==> config.mk <==
export PLATFORM = sky130hd
export DESIGN_NAME = det_sched
export DESIGN_NICKNAME = d
export VERILOG_FILES = /design/src/rtl/det_sched_pkg.sv /design/src/rtl/det_sched_rr_arbiter.sv /design/src/rtl/det_sched.sv
export SDC_FILE = /design/constraint.sdc
export NUM_CORES = 1
export LEC_CHECK = 0
export CAP_MARGIN = 20
export CORE_UTILIZATION = 25
export DETAILED_ROUTE_END_ITERATION = 10
export SETUP_SLACK_MARGIN = 0.15
export SLEW_MARGIN = 30
export SYNTH_ARGS = -nofsm -noshare
export SYNTH_HDL_FRONTEND = slang
export SYNTH_SLANG_ARGS = --single-unit
==> constraint.sdc <==
create_clock -name clk -period 8.9 [get_ports clk]
set_clock_uncertainty 0.1 [all_clocks]
set_input_delay 2.225 -clock clk [delete_from_list [all_inputs] [get_ports clk]]
set_output_delay 2.225 -clock clk [all_outputs]
set_load 0.05 [all_outputs]
==> src/rtl/det_sched_pkg.sv <==
// Shared types and default sizing for the detector scheduler.
package det_sched_pkg;

  localparam int DEF_N_REQ   = 4;
  localparam int DEF_W       = 8;
  localparam int DEF_DET_LAT = 1;

  typedef enum logic [2:0] {
    IDLE  = 3'd0,
    CLEAR = 3'd1,
    SHIFT = 3'd2,
    DRAIN = 3'd3,
    RESP  = 3'd4
  } state_t;

endpackage

==> src/rtl/det_sched_rr_arbiter.sv <==
// Round-robin pick: first asserted request at or after ptr, wrapping.
module rr_arbiter #(
  parameter int N  = 4,
  parameter int IW = 2
) (
  input  logic [N-1:0]  req,
  input  logic [IW-1:0] ptr,
  output logic [N-1:0]  grant,
  output logic [IW-1:0] index,
  output logic          any
);

  logic [IW-1:0] cand;

  // Scan from ptr upward modulo N; the first hit wins.
  always_comb begin
    grant = '0;
    index = '0;
    any   = 1'b0;
    cand  = '0;
    for (int i = 0; i < N; i++) begin
      cand = IW'((int'(ptr) + i) % N);
      if (!any && req[cand]) begin
        any         = 1'b1;
        grant[cand] = 1'b1;
        index       = cand;
      end
    end
  end

endmodule

==> src/rtl/det_sched.sv <==
// Serialises one requester word at a time through a shared bit-serial
// detector and returns the per-bit detector response.
//
//   state | meaning
//   IDLE  | waiting for a request; grant is combinational here
//   CLEAR | one cycle of det_clr to wipe detector history
//   SHIFT | W cycles presenting the word MSB first
//   DRAIN | DET_LAT cycles collecting the tail of det_y
//   RESP  | result held until the consumer accepts it
module det_sched
  import det_sched_pkg::*;
#(
  parameter int N_REQ   = DEF_N_REQ,
  parameter int W       = DEF_W,
  parameter int DET_LAT = DEF_DET_LAT
) (
  input  logic                     clk,
  input  logic                     rst,
  input  logic [N_REQ-1:0]         req_valid,
  input  logic [N_REQ*W-1:0]       req_data,
  output logic [N_REQ-1:0]         req_ready,
  output logic                     det_clr,
  output logic                     det_en,
  output logic                     det_x,
  input  logic                     det_y,
  output logic                     resp_valid,
  input  logic                     resp_ready,
  output logic [$clog2(N_REQ)-1:0] resp_id,
  output logic [W-1:0]             resp_mask,
  output logic                     resp_hit
);

  localparam int IW  = $clog2(N_REQ);
  localparam int TOT = W + DET_LAT;
  localparam int CW  = $clog2(TOT + 1);

  state_t        state;
  logic [IW-1:0] rr_ptr;
  logic [IW-1:0] id_q;
  logic [W-1:0]  shreg;
  logic [W-1:0]  mask_q;
  // Counts down over SHIFT+DRAIN; a value below W names the mask bit
  // whose det_y sample arrives this cycle.
  logic [CW-1:0] rem;

  logic [N_REQ-1:0] arb_grant;
  logic [IW-1:0]    arb_idx;
  logic             arb_any;
  logic             take;

  rr_arbiter #(
    .N  (N_REQ),
    .IW (IW)
  ) u_arb (
    .req   (req_valid),
    .ptr   (rr_ptr),
    .grant (arb_grant),
    .index (arb_idx),
    .any   (arb_any)
  );

  assign take      = (state == IDLE) && !rst && arb_any;
  assign req_ready = take ? arb_grant : '0;

  // Output decode from registered state; reset overrides everything.
  assign det_clr    = rst || (state == CLEAR);
  assign det_en     = !rst && (state == SHIFT);
  assign det_x      = det_en && shreg[W-1];
  assign resp_valid = !rst && (state == RESP);
  assign resp_id    = rst ? '0 : id_q;
  assign resp_mask  = rst ? '0 : mask_q;
  assign resp_hit   = |resp_mask;

  // Sequencer: grant, clear, shift out, collect det_y, hold result.
  always_ff @(posedge clk) begin
    if (rst) begin
      state  <= IDLE;
      rr_ptr <= '0;
      id_q   <= '0;
      shreg  <= '0;
      mask_q <= '0;
      rem    <= '0;
    end else begin
      case (state)
        IDLE: begin
          if (arb_any) begin
            shreg  <= req_data[int'(arb_idx) * W +: W];
            id_q   <= arb_idx;
            mask_q <= '0;
            rr_ptr <= (int'(arb_idx) == N_REQ - 1) ? '0 : arb_idx + 1'b1;
            state  <= CLEAR;
          end
        end
        CLEAR: begin
          mask_q <= '0;
          rem    <= CW'(TOT - 1);
          state  <= SHIFT;
        end
        SHIFT, DRAIN: begin
          for (int k = 0; k < W; k++) begin
            if (rem == CW'(k)) mask_q[k] <= det_y;
          end
          rem <= rem - 1'b1;
          if (state == SHIFT) begin
            shreg <= shreg << 1;
            if (rem == CW'(DET_LAT)) state <= (DET_LAT == 0) ? RESP : DRAIN;
          end else if (rem == '0) begin
            state <= RESP;
          end
        end
        RESP: begin
          if (resp_ready) state <= IDLE;
        end
        default: state <= IDLE;
      endcase
    end
  end

endmodule

==> impl_metrics.csv <==
group,metric,value,unit
synth,syn_avg_cell_area,7.65,sq um
layout,drive_gt1_share,5.60,%
worst_setup_path,reg2reg_depth,8,
routing,drt_first_pass_iters,4,
routing,vias,2275,
worst_setup_path,start_kind,"primary input",
routing,vias_per_cell,5.09,
grt,grt_pass1_vias,2052,
grt,track_usage,12.2,%
worst_setup_path,crit_chain,"clkdlybuf4s50_1, nor4_1, nor4_1, nand2_1, a21oi_1, clkdlybuf4s50_1",
grt,grt_max_degree,23,
worst_setup_path,critPathTopFamily,"buffers and inverters",
worst_setup_path,critPathMaxStageDelay,0.82,ns
layout,area_growth,29.8,%
die,core,0.00872,sq mm
cts,holdBufCountCts,0,
worst_setup_path,r2r_end,"shreg[7]",
routing,top_layer,"met4",
timing,max_freq,134,MHz
grt,grt_antenna_before_repair,0,
pwr,p_per_area,256,mW/mm^2
die,fp.dieW,97.0,microns
flow_run,maxCapViolations,0,
synth,synth.largest_area_cell,"dfxtp_1",
cts,htree_levels,1,
timing,setup_tns,0,ns
timing,period_share,84.0,%
die,start_util,25.9,%
place,port_buffers,58,
timing,hold_viol,0,
worst_setup_path,r2r_slack,5.29,ns
synth,synth_ff_type,"dfxtp_1",
pwr,power.leakage,0.00110,uW
pwr,p_total,749,uW
routing,met2_length,2590,microns
synth,synth_edf_count,0,
routing,wl_per_cell,13.0,microns
pwr,p_switching,365,uW
routing,drt_iter0_markers,141,
worst_setup_path,endpoint_kind,"output port",
cts,clk_path_buf_depth,2,
grt,grt_pass1_wl,9780,microns
synth,synth.area.top_cells,"dfxtp_1, a21oi_1, ha_1",
cts,clock-sinks,27,
cts,cts_tree,"done",
place,hpwl,4450,microns
synth,synth_top_area_share,23.9,%
layout,nNetsFinal,392,
synth,synth_most_common_cell,"a21oi_1",
routing,wl_met3,319,microns
worst_setup_path,crit_slowest_cell,"clkdlybuf4s50_1",
pwr,p_int,384,uW
synth,ys_seq_elements,27,
layout,diodes,0,
outcome,outcome,"finished clean",
pwr,ir_drop,111,uV
worst_setup_path,crit_buf_inv,2,
layout,multi_input_area,0.00156,sq mm
timing,setup_viol,0,
worst_hold_path,min-delay-start,"shreg[0]",
cts,post-cts-setup-buffers,0,
worst_hold_path,min_path_type,"flip-flop to flip-flop",
worst_hold_path,min_to,"shreg[0]",
pwr,p_sw_share,48.8,%
cts,clk_pin_slew,0.09,ns
grt,grt.overflow.total,0,
worst_setup_path,worstPathMaxFanout,11,
cts,clock_latency,0.27,ns
synth,yosys-top-cells-count,"a21oi_1, nand2_1, nor2_1, dfxtp_1, clkbuf_1",
cts,cts-root-buf,"clkbuf_8",
worst_hold_path,whs_path_depth,2,
synth,async_reset_ff_share,0,%
synth,yosysUniqueCellTypes,50,
routing,route.detailed.drc,0,
synth,syn-cell-area,0.00226,sq mm
routing,drt-total-wl,5830,microns
die,die_h,97.0,microns
synth,yosys_warnings,0,
pwr,power_frac_seq,26.6,%
die,io_pins,59,
cts,cts_buffers,3,
die,rows,34,
layout,num-fill-cells,926,
synth,ys_seq_area_share,23.9,%
place,place.gp.congestion,0.862,
pwr,combPwrFrac,63.9,%
cts,cts_resized,0,
timing,rsz0062_at_grt,"false",
synth,netlist_instances,295,
pwr,clkPwrFrac,9.5,%
routing,ant_nets,0,
timing,slew_headroom,41.1,%
worst_setup_path,critPathArrivalTime,5.15,ns
timing,tightestPinTransition,0.875,ns
worst_setup_path,reg2reg_from,"rr_ptr[0]",
worst_setup_path,crit_type,"primary input to output port",
layout,seqCellArea,541,sq um
synth,synth_nets,347,
routing,wl_met1,2890,microns
timing,drv_slew,0,
die,floorplan.die_area,0.00941,sq mm
timing,fin_crit,7.47,ns
worst_setup_path,required,6.58,ns
-- how the worst max path moves through the flow --
stage                 startpoint  depth (start not counted)  slack, ns            to
finish              req_valid[1]                          6       1.43  req_ready[3]
global route        req_valid[1]                          6       1.19  req_ready[3]
CTS                 req_valid[1]                          6       1.40  req_ready[3]
detailed placement  req_valid[1]                          6       1.40  req_ready[1]
global placement    req_valid[1]                          6       1.56  req_ready[1]
floorplan                    rst                          4       2.26         det_x
-- cell families after synthesis --
family / share of synthesized area, %
compound gates: 30.5
xor+xnor: 1.55
fa+ha+maj: 6.65
buf+inv: 6.82
flops: 23.9
mux: 7.48
simple gates: 23.0
-- metrics by stage --
stage	std cells	hold slack, ns	worst slack (ns)	instance area, sq um	util (%)
after floorplan	295	0.345	2.26	2260	-
after global placement	443	0.367	1.56	2880	33.1
after detailed placement	443	0.367	1.40	2880	33.1
after CTS	447	0.383	1.40	2930	33.6
after global routing	447	0.399	1.19	2930	33.6
final	447	0.380	1.43	2930	33.6
-- worst min-delay path: stages (launching register included) --
cell,delay (ns)
dfxtp_1,0.33
nand3_1,0.06
o31ai_1,0.06
-- flip-flops by register name (all words and copies together) (netlist names) --
signal,flops
rr_ptr,2
mask_q,8
shreg,8
rem,4
id_q,2
state,3
-- cell usage in the layout, fill, tap and decap left out, types with 5 or more instances in the layout --
| cell | n |
|---|---|
| a211oi_2 | 5 |
| nor2b_1 | 10 |
| dfxtp_1 | 27 |
| nand3_1 | 7 |
| a22oi_1 | 11 |
| inv_1 | 10 |
| o32ai_1 | 7 |
| nor3_1 | 7 |
| nor4_1 | 6 |
| ha_1 | 12 |
| mux2i_1 | 12 |
| nor2_1 | 29 |
| clkdlybuf4s50_1 | 58 |
| a21oi_1 | 37 |
| a211oi_1 | 11 |
| o21ai_0 | 12 |
| nand2_1 | 29 |
-- per-layer routing --
metal	track usage [%]	vias to the layer above
met2	19.8	67
met3	2.24	2
li1	-	1170
met4	1.84	0
met5	0	-
met1	17.2	1036
-- final cells by class --
class,instances,share of cell area [%]
sequential,27,18.5
clock inverter,1,0.171
inverter,11,1.41
tap,108,4.61
clock buffer,3,1.41
multi-input combinational,236,53.4
timing repair buffer,61,20.6
-- power by group through the flow --
stage	registers [uW]	clock network, uW	logic, uW
after detailed placement	202	0	478
after global routing	206	78.8	528
final	199	71.4	479
after global placement	201	0	473
after floorplan	177	0	405
after CTS	199	74.4	480
No activity file was read; power rests on OpenSTA's default activity.
